$ cat src/rtl/result_serializer_pkg.sv
// Shared types and helpers for the systolic-core result serializer.
package result_serializer_pkg;

    typedef enum logic [1:0] {IDLE, WAIT, SHIFT, DONE} state_e;

    function automatic int frame_bits(input int n, input int d_w);
        return n * n * 2 * d_w;
    endfunction

    // Bit offset of flat element idx = i*N+j inside core_out_z.
    function automatic int elem_lsb(input int idx, input int d_w);
        return idx * 2 * d_w;
    endfunction

endpackage

$ cat src/rtl/result_serializer_if.sv
// Result bus between the systolic core/start logic and the serializer.
interface result_serializer_if
    import result_serializer_pkg::*;
#(
    parameter int D_W = 8,
    parameter int N   = 2
);
    logic [frame_bits(N, D_W)-1:0] core_out_z;
    logic                          init;
    logic                          data_out_z;
    logic                          tx_ready;
    logic                          frame_done;

    modport master (
        output core_out_z, init,
        input  data_out_z, tx_ready, frame_done
    );

    modport slave (
        input  core_out_z, init,
        output data_out_z, tx_ready, frame_done
    );
endinterface

$ cat src/rtl/result_serializer_piso_shift.sv
// Parallel-load, serial-out register; shifts toward the MSB and fills with zeros.
module piso_shift #(
    parameter int W = 64
) (
    input  logic         clk,
    input  logic         rst,
    input  logic         i_clr,
    input  logic         i_load,
    input  logic         i_shift,
    input  logic [W-1:0] i_data,
    output logic         o_msb
);
    logic [W-1:0] r_sreg;

    always_ff @(posedge clk or posedge rst) begin
        if (rst) begin
            r_sreg <= '0;
        end else if (i_clr) begin
            r_sreg <= '0;
        end else if (i_load) begin
            r_sreg <= i_data;
        end else if (i_shift) begin
            r_sreg <= {r_sreg[W-2:0], 1'b0};
        end
    end

    assign o_msb = r_sreg[W-1];
endmodule

$ cat src/rtl/result_serializer.sv
// Waits out the core drain latency after init, captures the N*N result and
// streams it MSB-first, element (0,0) first, on a single pin.
//
// state | meaning
// IDLE  | no frame pending, outputs low
// WAIT  | counting down the drain latency
// SHIFT | frame bits on data_out_z, tx_ready high
// DONE  | one-cycle frame_done pulse
module result_serializer
    import result_serializer_pkg::*;
#(
    parameter int D_W = 8,
    parameter int N   = 2,
    parameter int LAT = 3*N-2
) (
    input  logic              clk,
    input  logic              rst,
    result_serializer_if.slave s_bus
);
    localparam int FRAME = frame_bits(N, D_W);
    localparam int EW    = 2 * D_W;
    localparam int WCW   = $clog2(LAT + 1);
    localparam int BCW   = $clog2(FRAME);

    state_e           r_state;
    state_e           w_state_nx;
    logic [WCW-1:0]   r_wait_cnt;
    logic [BCW-1:0]   r_bit_cnt;
    logic             r_tx_ready;
    logic             r_frame_done;
    logic             w_restart;
    logic             w_wait_dec;
    logic             w_capture;
    logic             w_shift;
    logic             w_msb;
    logic [FRAME-1:0] w_frame;

    // Element 0 lands in the top slice so the MSB-first shift emits it first.
    for (genvar e = 0; e < N*N; e++) begin : g_order
        assign w_frame[FRAME-1-e*EW -: EW] = s_bus.core_out_z[elem_lsb(e, D_W) +: EW];
    end

    always_ff @(posedge clk or posedge rst) begin
        if (rst) begin
            r_state <= IDLE;
        end else begin
            r_state <= w_state_nx;
        end
    end

    always_comb begin
        w_state_nx = r_state;
        w_restart  = 1'b0;
        w_wait_dec = 1'b0;
        w_capture  = 1'b0;
        w_shift    = 1'b0;
        if (s_bus.init) begin
            w_restart  = 1'b1;
            w_state_nx = WAIT;
        end else begin
            case (r_state)
                IDLE: w_state_nx = IDLE;
                WAIT: begin
                    if (r_wait_cnt == '0) begin
                        w_capture  = 1'b1;
                        w_state_nx = SHIFT;
                    end else begin
                        w_wait_dec = 1'b1;
                    end
                end
                SHIFT: begin
                    w_shift = 1'b1;
                    if (r_bit_cnt == '0) begin
                        w_state_nx = DONE;
                    end
                end
                DONE:    w_state_nx = IDLE;
                default: w_state_nx = IDLE;
            endcase
        end
    end

    always_ff @(posedge clk or posedge rst) begin
        if (rst) begin
            r_wait_cnt   <= '0;
            r_bit_cnt    <= '0;
            r_tx_ready   <= 1'b0;
            r_frame_done <= 1'b0;
        end else begin
            r_tx_ready   <= (w_state_nx == SHIFT);
            r_frame_done <= (w_state_nx == DONE);
            if (w_restart) begin
                r_wait_cnt <= WCW'(LAT - 1);
            end else if (w_wait_dec) begin
                r_wait_cnt <= r_wait_cnt - WCW'(1);
            end
            if (w_capture) begin
                r_bit_cnt <= BCW'(FRAME - 1);
            end else if (w_shift) begin
                r_bit_cnt <= r_bit_cnt - BCW'(1);
            end
        end
    end

    // A restart clears the register so an aborted frame leaves the pin low.
    piso_shift #(.W(FRAME)) u_piso (
        .clk     (clk),
        .rst     (rst),
        .i_clr   (w_restart),
        .i_load  (w_capture),
        .i_shift (w_shift),
        .i_data  (w_frame),
        .o_msb   (w_msb)
    );

    assign s_bus.data_out_z = w_msb;
    assign s_bus.tx_ready   = r_tx_ready;
    assign s_bus.frame_done = r_frame_done;
endmodule

$ cat src/flat_wrapper.sv
// flat-port wrapper written by rule: the top's interface ports become plain ports
module result_serializer_flat import result_serializer_pkg::*;
#(
    parameter int D_W = 8,
    parameter int N   = 2,
    parameter int LAT = 3*N-2
)
  (clk, rst, s_bus_core_out_z, s_bus_init, s_bus_data_out_z, s_bus_tx_ready, s_bus_frame_done);
  result_serializer_if #(.D_W(D_W), .N(N)) s_bus_i ();
  input  logic clk;
  input  logic rst;
  input wire logic [$bits(s_bus_i.core_out_z)-1:0] s_bus_core_out_z;
  input wire logic [$bits(s_bus_i.init)-1:0] s_bus_init;
  output wire logic [$bits(s_bus_i.data_out_z)-1:0] s_bus_data_out_z;
  output wire logic [$bits(s_bus_i.tx_ready)-1:0] s_bus_tx_ready;
  output wire logic [$bits(s_bus_i.frame_done)-1:0] s_bus_frame_done;
  assign s_bus_i.core_out_z = s_bus_core_out_z;
  assign s_bus_i.init = s_bus_init;
  assign s_bus_data_out_z = s_bus_i.data_out_z;
  assign s_bus_tx_ready = s_bus_i.tx_ready;
  assign s_bus_frame_done = s_bus_i.frame_done;
  result_serializer #(.D_W(D_W), .N(N), .LAT(LAT)) u_core (.clk(clk), .rst(rst), .s_bus(s_bus_i));
endmodule
$ cat config.mk
export PLATFORM = sky130hd
export DESIGN_NAME = result_serializer_flat
export DESIGN_NICKNAME = d
export VERILOG_FILES = /design/src/rtl/result_serializer_pkg.sv /design/src/rtl/result_serializer_if.sv /design/src/rtl/result_serializer_piso_shift.sv /design/src/rtl/result_serializer.sv /design/src/flat_wrapper.sv
export SDC_FILE = /design/constraint.sdc
export NUM_CORES = 1
export LEC_CHECK = 0
export ABC_AREA = 0
export BUFFER_PORTS_ARGS = -buffer_cell sky130_fd_sc_hd__buf_2
export CAP_MARGIN = 20
export CORE_AREA = 2 2 125 79
export DETAILED_ROUTE_END_ITERATION = 7
export DIE_AREA = 0 0 127 81
export PLACE_DENSITY_LB_ADDON = 0.3
export SYNTH_ARGS = -nofsm -noshare
export SYNTH_HDL_FRONTEND = slang
export SYNTH_HIERARCHICAL = 1
export SYNTH_SLANG_ARGS = --single-unit
$ cat constraint.sdc
create_clock -name clk -period 4.1 [get_ports clk]
set_input_delay 0.205 -clock clk [delete_from_list [all_inputs] [get_ports clk]]
set_output_delay 0.205 -clock clk [all_outputs]
set_load 0.02 [all_outputs]
# == Yosys cells after proc, flatten, opt, wreduce, memory -nomap -nowiden ==
# Index checks and enable logic that the tools add are counted.
# word_totals
register_bits,77
latchBits,0
ramBits,0
rom_bits,0
inputBits,67
elab_cells,40
n_memories,0
# op_classes
n_addsub,2
multipliers,0
n_div,0
n_lt_le_gt_ge,0
n_eq_ne,5
shift,0
n_mux,20
bitwise,0
reduce_logical,7
# op_table
cell,n
2-to-1 mux 64 bit,3
2-to-1 mux 6 bit,2
2-to-1 mux 1 bit,9
"equality test 2 bit, second input constant",4
logical NOT 6 bit,1
2-to-1 mux 2 bit,3
2-to-1 mux 3 bit,2
case mux 2 bit (3 select lines),1
"subtractor 6 x 1 -> 6 bit, second input constant",1
nonzero test 2 bit,2
logical NOT 3 bit,1
nonzero test 3 bit,1
"subtractor 3 x 1 -> 3 bit, second input constant",1
"equality test 2 x 1 -> 1 bit, second input constant",1
logical NOT 2 bit,1
OR reduction 2 bit,1

# == Depth between registers and ports, before layout ==
# Gate-level depths: netlist of run 1.
# logic_depth
word_depth,6
mapped_depth,9

# == Cells and area by module ==
# The synthesis of run 1 kept the hierarchy.
# by_module_without_submodules
module,instances,cells_per_inst,area_per_inst_um2
piso_shift,1,285,3330.7
result_serializer,1,67,678.2

# == Worst setup path after synthesis of run 1 ==
# No wires, ideal clock.
# synth_timing
kind,register to register
startpoint,register u_core.r_wait_cnt[0]
endpoint,register u_core.u_piso.r_sreg[10]
setup_ns,0.138
arrival_ns,1.917
path_slack_ns,2.045
stages_incl_launch_ff,10
path_buffers,2
period_less_slack_ns,2.055
path_cell_list,dfrtp_1 inv_1 ha_1 or4bb_1 nand2b_1 inv_1 buf_2 clkbuf_1 nor2b_1 a211oi_2
# synth_between
elab_chain_len,6
elab_cells_between_ends,7
# synth_lines
item,line_no,rtl
from (decl),result_serializer.sv:27,logic [WCW-1:0] r_wait_cnt;
from (signal assigned),result_serializer.sv:93,r_wait_cnt <= WCW'(LAT - 1);
from (signal assigned),result_serializer.sv:95,r_wait_cnt <= r_wait_cnt - WCW'(1);
logical NOT 3 bit *,result_serializer.sv:64,if (r_wait_cnt == '0) begin
2-to-1 mux 1 bit *,result_serializer.sv:64,
2-to-1 mux 1 bit *,result_serializer.sv:61,case (r_state)
2-to-1 mux 1 bit *,result_serializer.sv:57,if (s_bus.init) begin
via u_core.w_capture,result_serializer.sv:33,logic w_capture;
2-to-1 mux 64 bit,result_serializer_piso_shift.sv:20,end else if (i_load) begin
2-to-1 mux 64 bit,result_serializer_piso_shift.sv:18,end else if (i_clr) begin
to (signal assigned),result_serializer_piso_shift.sv:21,r_sreg <= i_data;
to (signal assigned),result_serializer_piso_shift.sv:23,"r_sreg <= {r_sreg[W-2:0], 1'b0};"
to (decl),result_serializer_piso_shift.sv:13,logic [W-1:0] r_sreg;
# The timed path passes the listed nets; every way through them passes the cells marked *.
# A chain may end at the register's enable or synchronous reset.

# == Worst setup path in the final report of run 1 ==
# layout_timing
startpoint,register u_core.r_wait_cnt[0]
endpoint,register u_core.u_piso.r_sreg[36]
# The elaborated chain is that of the path after synthesis.

==> results.sh, run 1 <==
export IMPL_internal_power_w=0.00156
export IMPL_wl_um=8330
export IMPL_switchingPower_w=0.000550
export IMPL_areaGrowthSynthToFinish_pct=17.1
export IMPL_gp_congestion=0.778
export IMPL_cpPeakStageDelay_ns=0.44
export IMPL_synth_area_sq_um=4010
export IMPL_worst_slew_pin_slew_ns=0.882
export IMPL_diodes=0
export IMPL_holdBufCountCts=1
export IMPL_finClkSkew_ns=0.00562
export IMPL_clockBufferDepth=2
export IMPL_drt_iter0_markers=209
export IMPL_sequentialPowerShare_pct=44.8
export IMPL_clock_power_share_pct=39.1
export IMPL_cp_max_fo=63
export IMPL_synth_nets=423
export IMPL_period_share_pct=59.8
export IMPL_dp_hpwl_um=5200
export IMPL_dpl_cell_area_sq_um=4360
export IMPL_status="finished, final reports clean"
export IMPL_die_width_um=127
export IMPL_die_area_sq_um=10300
export IMPL_core_area_sq_um=9320
export IMPL_io_buffers=69
export IMPL_grt_max_degree=74
export IMPL_cap_viol_max_count=0
export IMPL_ctsResizeCount=0
export IMPL_layout_drive_gt1_share_pct=23.4
export IMPL_grt_usage_pct=17.3
export IMPL_worst_setup_path_end_kind="register"
export IMPL_critPathBufInv=3
export IMPL_clk_pin_slew_ns=0.06
export IMPL_reg2reg_from="u_core/r_wait_cnt[0]"
export IMPL_hold_class="input port to register"
export IMPL_cp_arrival_ns=2.63
export IMPL_postSynthCellCount=352
export IMPL_final_nets=480
export IMPL_path_cells="inv_1, ha_1, or4bb_1, nand2b_1, inv_1, buf_4, nor2b_1, a211oi_1"
export IMPL_postCtsSetupBuffers=0
export IMPL_slew_headroom_pct=41.1
export IMPL_sw_frac_of_total_pct=26.1
export IMPL_final_cell_mix="dfrtp_1, buf_2, nor2b_1"
export IMPL_final_util_pct=50.4
export IMPL_grt_pass1_vias=2689
export IMPL_syn_area_per_cell_sq_um=11.4
export IMPL_totalNegativeSetupSlack_ns=0
export IMPL_cts_tree="done"
export IMPL_hold_violations=0
export IMPL_critPathLaunch="u_core/r_wait_cnt[0]"
export IMPL_cp_slowest_cell="or4bb_1"
export IMPL_min_period_ns=2.45
export IMPL_setup_violations=0
export IMPL_cts_buffers=9
export IMPL_criticalPathCategory="register to register"
export IMPL_ys_warn_count=6
export IMPL_post_drt_wl_per_cell_um=15.6
export IMPL_crit_path_start_kind="register"
export IMPL_viasPerCell=5.32
export IMPL_vias=2839
export IMPL_drtAntennaViolNets=0
export IMPL_drt_pass1_iter_count=4
export IMPL_path_delay_family="simple AND/OR/NAND/NOR gates"
export IMPL_ys_ff_latch=77
export IMPL_cpMostUsedCell="inv_1"
export IMPL_io_pins=70
export IMPL_power_density_nw_per_um2=449
export IMPL_gr_total_overflow=0
export IMPL_synth_area_leaders="dfrtp_1, mux2i_1, a211oi_1"
export IMPL_insertion_delay_ns=0.33
export IMPL_clock_sinks=77
export IMPL_drc_errors=0
export IMPL_yosysSeqAreaShare_pct=48.1
export IMPL_final_area_sq_um=4690
export IMPL_drv_slew=0
export IMPL_die_y_um=81
export IMPL_rows=28
export IMPL_ir_drop_v=0.000251
export IMPL_grt_pass1_wl_um=13700
export IMPL_rsz0062_at_grt="no"
export IMPL_crit_required_ns=4.27
export IMPL_synth_distinct_cells=34
export IMPL_initial_core_util_pct=43.0
export IMPL_antenna_found_initial=0
export IMPL_htreeDepth=3
export IMPL_yosys_area_top_type="dfrtp_1"
export IMPL_pwr_share_comb_pct=16.1
export IMPL_final_common_cell="dfrtp_1"
export IMPL_power_leakage_nw=1.92
export IMPL_cts_root_buf="clkbuf_16"
export IMPL_yosysTopAreaCellShare_pct=48.1
export IMPL_fmax_ghz=0.408
export IMPL_hp_start="s_bus_core_out_z[48]"
[through the flow]
stage | hold WS (ns) | total power [W] | setup slack, ns | std cells
final | 0.128 | 0.00211 | 1.65 | 534
after global routing | 0.130 | 0.00222 | 1.46 | 534
after CTS | 0.126 | 0.00213 | 1.62 | 533
after detailed placement | 0.287 | 0.00129 | 1.65 | 516
after global placement | 0.292 | 0.00128 | 1.69 | 516
after floorplan | 0.0820 | 0.00119 | 2.04 | 352
[power groups by stage]
stage / Combinational, W / Clock [W] / Sequential (W)
after floorplan: 0.000251 / 0 / 0.000936
after global placement: 0.000325 / 0 / 0.000953
after detailed placement: 0.000336 / 0 / 0.000956
after CTS: 0.000339 / 0.000842 / 0.000944
after global routing: 0.000388 / 0.000877 / 0.000960
final: 0.000340 / 0.000823 / 0.000945
[cell families (layout without fill, tap and decap cells)]
| family | count (synthesis) | count (layout) | share of synthesized area [%] |
|---|---|---|---|
| DFF | 77 | 77 | 48.1 |
| muxes | 63 | 63 | 15.7 |
| AOI/OAI and AO/OA | 79 | 79 | 14.7 |
| and+or+nand+nor | 88 | 88 | 14.0 |
| adders and majority gates | 4 | 4 | 1.25 |
| buffers and inverters | 39 | 101 | 5.81 |
| xor gates and xnor gates | 2 | 2 | 0.437 |
[state kept, by name (all words and copies together) (netlist names)]
| signal | flops |
|---|---|
| u_core/r_bit_cnt | 6 |
| u_core/s_bus.frame_done | 1 |
| u_core/r_state | 2 |
| u_core/r_wait_cnt | 3 |
| u_core/u_piso/r_sreg | 64 |
| u_core/s_bus.tx_ready | 1 |
[worst reg2reg max path, cell delays in order, from the launching register on]
cell	delay, ns
dfrtp_1	0.38
inv_1	0.09
ha_1	0.18
or4bb_1	0.44
nand2b_1	0.28
inv_1	0.16
buf_4	0.44
nor2b_1	0.27
a211oi_1	0.07
[layout make-up]
class / instances / area (sq um)
repair buffers: 75 / 418
flip-flops and latches: 77 / 1930
well taps: 120 / 150
clock inverters: 5 / 75.1
clock buffers: 11 / 233
multi-input cells: 236 / 1850
inverters: 10 / 37.5
fillers: 852 / 4620
[per-layer routing]
layer | vias to the layer above | routed length [um] | GRT usage [%]
met5 | - | 0 | 0
met4 | 0 | 89 | 5.93
met3 | 7 | 444 | 5.34
met2 | 81 | 3450 | 22.5
met1 | 1364 | 4360 | 26.6
li1 | 1387 | - | -
[synth_stat cells]
cell / n
or4_1: 1
a21oi_1: 5
or4bb_1: 1
nand2_1: 3
clkbuf_1: 13
inv_1: 9
o41ai_1: 1
buf_6: 1
or3b_1: 1
ha_1: 4
nor3b_1: 1
nor2_1: 2
xnor2_1: 2
nand2b_1: 3
a211oi_2: 4
o21bai_1: 1
or4b_1: 2
or3_1: 2
and3_1: 1
nor4_1: 1
a211oi_1: 59
nor2b_1: 64
o211ai_1: 1
dfrtp_1: 77
buf_8: 6
or4_4: 1
nor4bb_1: 1
nand3_1: 3
o21ai_0: 6
mux2i_1: 63
or3_2: 1
inv_2: 1
o311ai_0: 2
buf_2: 9
[worst paths after layout]
path / endpoint / slack, ns / depth (start not counted)
min in group asynchronous: u_core/r_state[0] / 0.45 / 3
max in group asynchronous: u_core/u_piso/r_sreg[13] / 2.62 / 4
worst min-delay path: u_core/u_piso/r_sreg[0] / 0.13 / 3
worst min register to register: u_core/r_bit_cnt[5] / 0.54 / 2
worst max-delay path: u_core/u_piso/r_sreg[36] / 1.65 / 8
worst max register to register: u_core/u_piso/r_sreg[36] / 1.65 / 8
No activity file was read; power rests on OpenSTA's default activity.
==> inputs of run 2 (changes only) <==
--- a/config.mk
+++ b/config.mk
@@ -5,12 +5,12 @@
 export SDC_FILE = /design/constraint.sdc
 export NUM_CORES = 1
 export LEC_CHECK = 0
-export ABC_AREA = 0
+export ABC_AREA = 1
 export BUFFER_PORTS_ARGS = -buffer_cell sky130_fd_sc_hd__buf_2
 export CAP_MARGIN = 20
-export CORE_AREA = 2 2 125 79
+export CORE_AREA = 2 2 128 80
 export DETAILED_ROUTE_END_ITERATION = 7
-export DIE_AREA = 0 0 127 81
+export DIE_AREA = 0 0 130 82
 export PLACE_DENSITY_LB_ADDON = 0.3
 export SYNTH_ARGS = -nofsm -noshare
 export SYNTH_HDL_FRONTEND = slang
==> constraint.sdc (replaced) <==
create_clock -name clk -period 2.1 [get_ports clk]
set_input_delay 0.105 -clock clk [delete_from_list [all_inputs] [get_ports clk]]
set_output_delay 0.105 -clock clk [all_outputs]
set_load 0.02 [all_outputs]
==> run 2 against run 1 <==
Compared with the run above:
- clock power increased by 120%
- maximum frequency increased by 32%
- critical path depth increased by 3
- power increased by 110%
- sequential power increased by 86%
- register-to-register slack got worse by 1.4 ns
- clock skew about the same
- utilization increased by 1.5 points
- global-route usage increased by 1.8 points
- final cell count increased by 52%
- combinational power increased to 2.8 times the previous value
- critical path type unchanged
- critical endpoint is now u_core/u_piso/r_sreg[7]
- largest power group is now clock
- highest routed layer unchanged
==> results.sh, run 2 <==
export IMPL_status="finished, final reports clean"
export IMPL_criticalPathCategory="register to register"
export IMPL_drt_pass1_iter_count=5
export IMPL_cpPeakStageDelay_ns=0.35
export IMPL_grt_max_degree=49
export IMPL_synth_common_cells="nand2_1, dfrtp_1, inv_1"
export IMPL_vias=3716
export IMPL_cap_viol_max_count=0
export IMPL_clk_pin_slew_ns=0.06
export IMPL_ys_async_sr_fraction_pct=100
export IMPL_wl_um=9370
export IMPL_ys_ff_latch=77
export IMPL_yosys_area_top_type="dfrtp_1"
export IMPL_postSynthCellCount=613
export IMPL_drt_iter0_markers=310
export IMPL_reg_largest_list="u_core/u_piso/r_sreg: 64 flops, u_core/r_bit_cnt: 6 flops, u_core/r_wait_cnt: 3 flops"
export IMPL_diodes=0
export IMPL_fill_cells=946
export IMPL_ir_drop_v=0.000438
export IMPL_rrSetupSlack_ns=0.24
export IMPL_pre_cts_slack_ns=0.203
export IMPL_post_drt_wl_per_cell_um=11.6
export IMPL_cts_buffers=9
export IMPL_worst_slew_pin_slew_ns=0.774
export IMPL_synth_distinct_cells=25
export IMPL_die_width_um=130
export IMPL_fmax_ghz=0.538
export IMPL_cp_arrival_ns=2.14
export IMPL_postCtsSetupBuffers=0
export IMPL_gr_total_overflow=0
export IMPL_layout_drive_gt1_share_pct=16.1
export IMPL_final_cell_mix="nand2_1, dfrtp_1, buf_2"
export IMPL_synth_edf_count=0
export IMPL_clockBufferDepth=2
export IMPL_core_area_sq_um=9560
export IMPL_grt_pass1_vias=3336
export IMPL_setup_violations=0
export IMPL_areaGrowthSynthToFinish_pct=18.7
export IMPL_hold_violations=0
export IMPL_largest_reg_flops=64
export IMPL_rsz0062_at_grt="no"
export IMPL_worst_setup_path_end_kind="register"
export IMPL_clock_sinks=77
export IMPL_cp_slowest_cell="dfrtp_1"
export IMPL_gp_congestion=0.762
export IMPL_cts_root_buf="clkbuf_16"
export IMPL_cp_max_fo=30
export IMPL_rows=28
export IMPL_ys_warn_count=6
export IMPL_antenna_found_initial=0
export IMPL_cpMostUsedCell="inv_1"
export IMPL_power_leakage_nw=2.98
export IMPL_drv_slew=0
export IMPL_htreeDepth=3
export IMPL_finClkSkew_ns=0.00549
export IMPL_power_density_nw_per_um2=910
export IMPL_yosysMostFrequentCell="nand2_1"
export IMPL_period_share_pct=88.6
export IMPL_crit_required_ns=2.38
export IMPL_initial_core_util_pct=43.7
export IMPL_synth_area_sq_um=4180
export IMPL_totalNegativeSetupSlack_ns=0
export IMPL_setup_slack_ns=0.240
export IMPL_regArea_sq_um=1930
export IMPL_yosysTopAreaCellShare_pct=46.1
export IMPL_cts_tree="done"
export IMPL_top_register="u_core/u_piso/r_sreg"
export IMPL_min_period_ns=1.86
export IMPL_drc_errors=0
export IMPL_grt_usage_pct=19.1
export IMPL_final_common_cell="nand2_1"
export IMPL_io_pins=70
export IMPL_dp_hpwl_um=6050
export IMPL_drtAntennaViolNets=0
export IMPL_final_nets=742
export IMPL_die_area_sq_um=10700
export IMPL_insertion_delay_ns=0.34
export IMPL_grt_pass1_wl_um=15800
export IMPL_path_cells="inv_1, ha_1, inv_1, nor2_1, nand3_2, inv_2, buf_4, nand3_1, nand2_1, nand2_1, inv_1"
export IMPL_syn_area_per_cell_sq_um=6.82
export IMPL_slew_headroom_pct=48.3
export IMPL_crit_path_start_kind="register"
export IMPL_synth_area_leaders="dfrtp_1, nand2_1, nand3_1"
export IMPL_viasPerCell=4.59
export IMPL_synth_nets=684
export IMPL_die_y_um=82
export IMPL_hold_class="input port to register"
export IMPL_multiInputGateArea_sq_um=1820
export IMPL_yosysSeqAreaShare_pct=46.1
export IMPL_synthFlopType="dfrtp_1"
export IMPL_io_buffers=69
-- run 2: layout make-up --
| class | count | area share (%) |
|---|---|---|
| flip-flops and latches | 77 | 38.8 |
| multi-input cells | 436 | 36.6 |
| repair buffers | 78 | 8.87 |
| inverters | 69 | 5.32 |
| clock buffers | 11 | 5.09 |
| well taps | 135 | 3.40 |
| clock inverters | 4 | 1.92 |
-- run 2: power by group --
group	internal, W	switching, W	leakage, nW
Clock	0.00122	0.000590	0.172
Sequential	0.00167	0.0000876	1.00
Combinational	0.000320	0.000629	1.81
Total	0.00321	0.00131	2.98
-- run 2: cell families after synthesis --
kind of cell	after synthesis	synth area share, %
simple gates	423	40.8
buf+inv	100	10.6
flops	77	46.1
fa+ha+maj	4	1.20
xor+xnor	1	0.210
compound gates	8	1.11
-- run 2: path summary, 6_finish.rpt --
check | startpoint | end | cells after the start
max in group asynchronous | rst | u_core/u_piso/r_sreg[4] | 4
min in group asynchronous | rst | u_core/s_bus.tx_ready | 3
worst max-delay path | u_core/r_wait_cnt[0] | u_core/u_piso/r_sreg[7] | 11
worst max register to register | u_core/r_wait_cnt[0] | u_core/u_piso/r_sreg[7] | 11
worst min-delay path | s_bus_core_out_z[48] | u_core/u_piso/r_sreg[0] | 3
worst min register to register | u_core/u_piso/r_sreg[47] | u_core/u_piso/r_sreg[47] | 2
-- run 2: worst max-delay path, delay by kind of cell (launching register included) --
kind	cells	cell delay (ns)
adder cells (fa/ha/maj)	1	0.17
AND/OR/NAND/NOR	5	0.50
flip-flops	1	0.35
buffers and inverters	5	0.76
-- run 2: what timing repair did --
action | 4_1_cts | 5_1_grt
endpoints found under the hold margin | 48 | 0
gates resized for setup | 0 | 2
hold buffers | 1 | 0
endpoints found under the setup margin | 0 | 4
-- run 2: per-layer routing --
layer / track usage, % / part of all wire [%]
met1: 27.3 / 50
met2: 28.3 / 42
met3: 6.45 / 7.1
met4: 3.76 / 0.73
met5: 0 / 0
-- run 2: metrics by stage --
stage	util [%]	hold WS [ns]	power, W	std cells	cell area, sq um
finish	51.9	0.0280	0.00452	810	4960
CTS	51.9	0.0177	0.00455	810	4960
floorplan	-	-0.0180	0.00249	613	4180
global route	51.9	0.0361	0.00478	810	4960
global placement	48.1	0.185	0.00268	794	4600
detailed placement	48.1	0.191	0.00273	794	4600
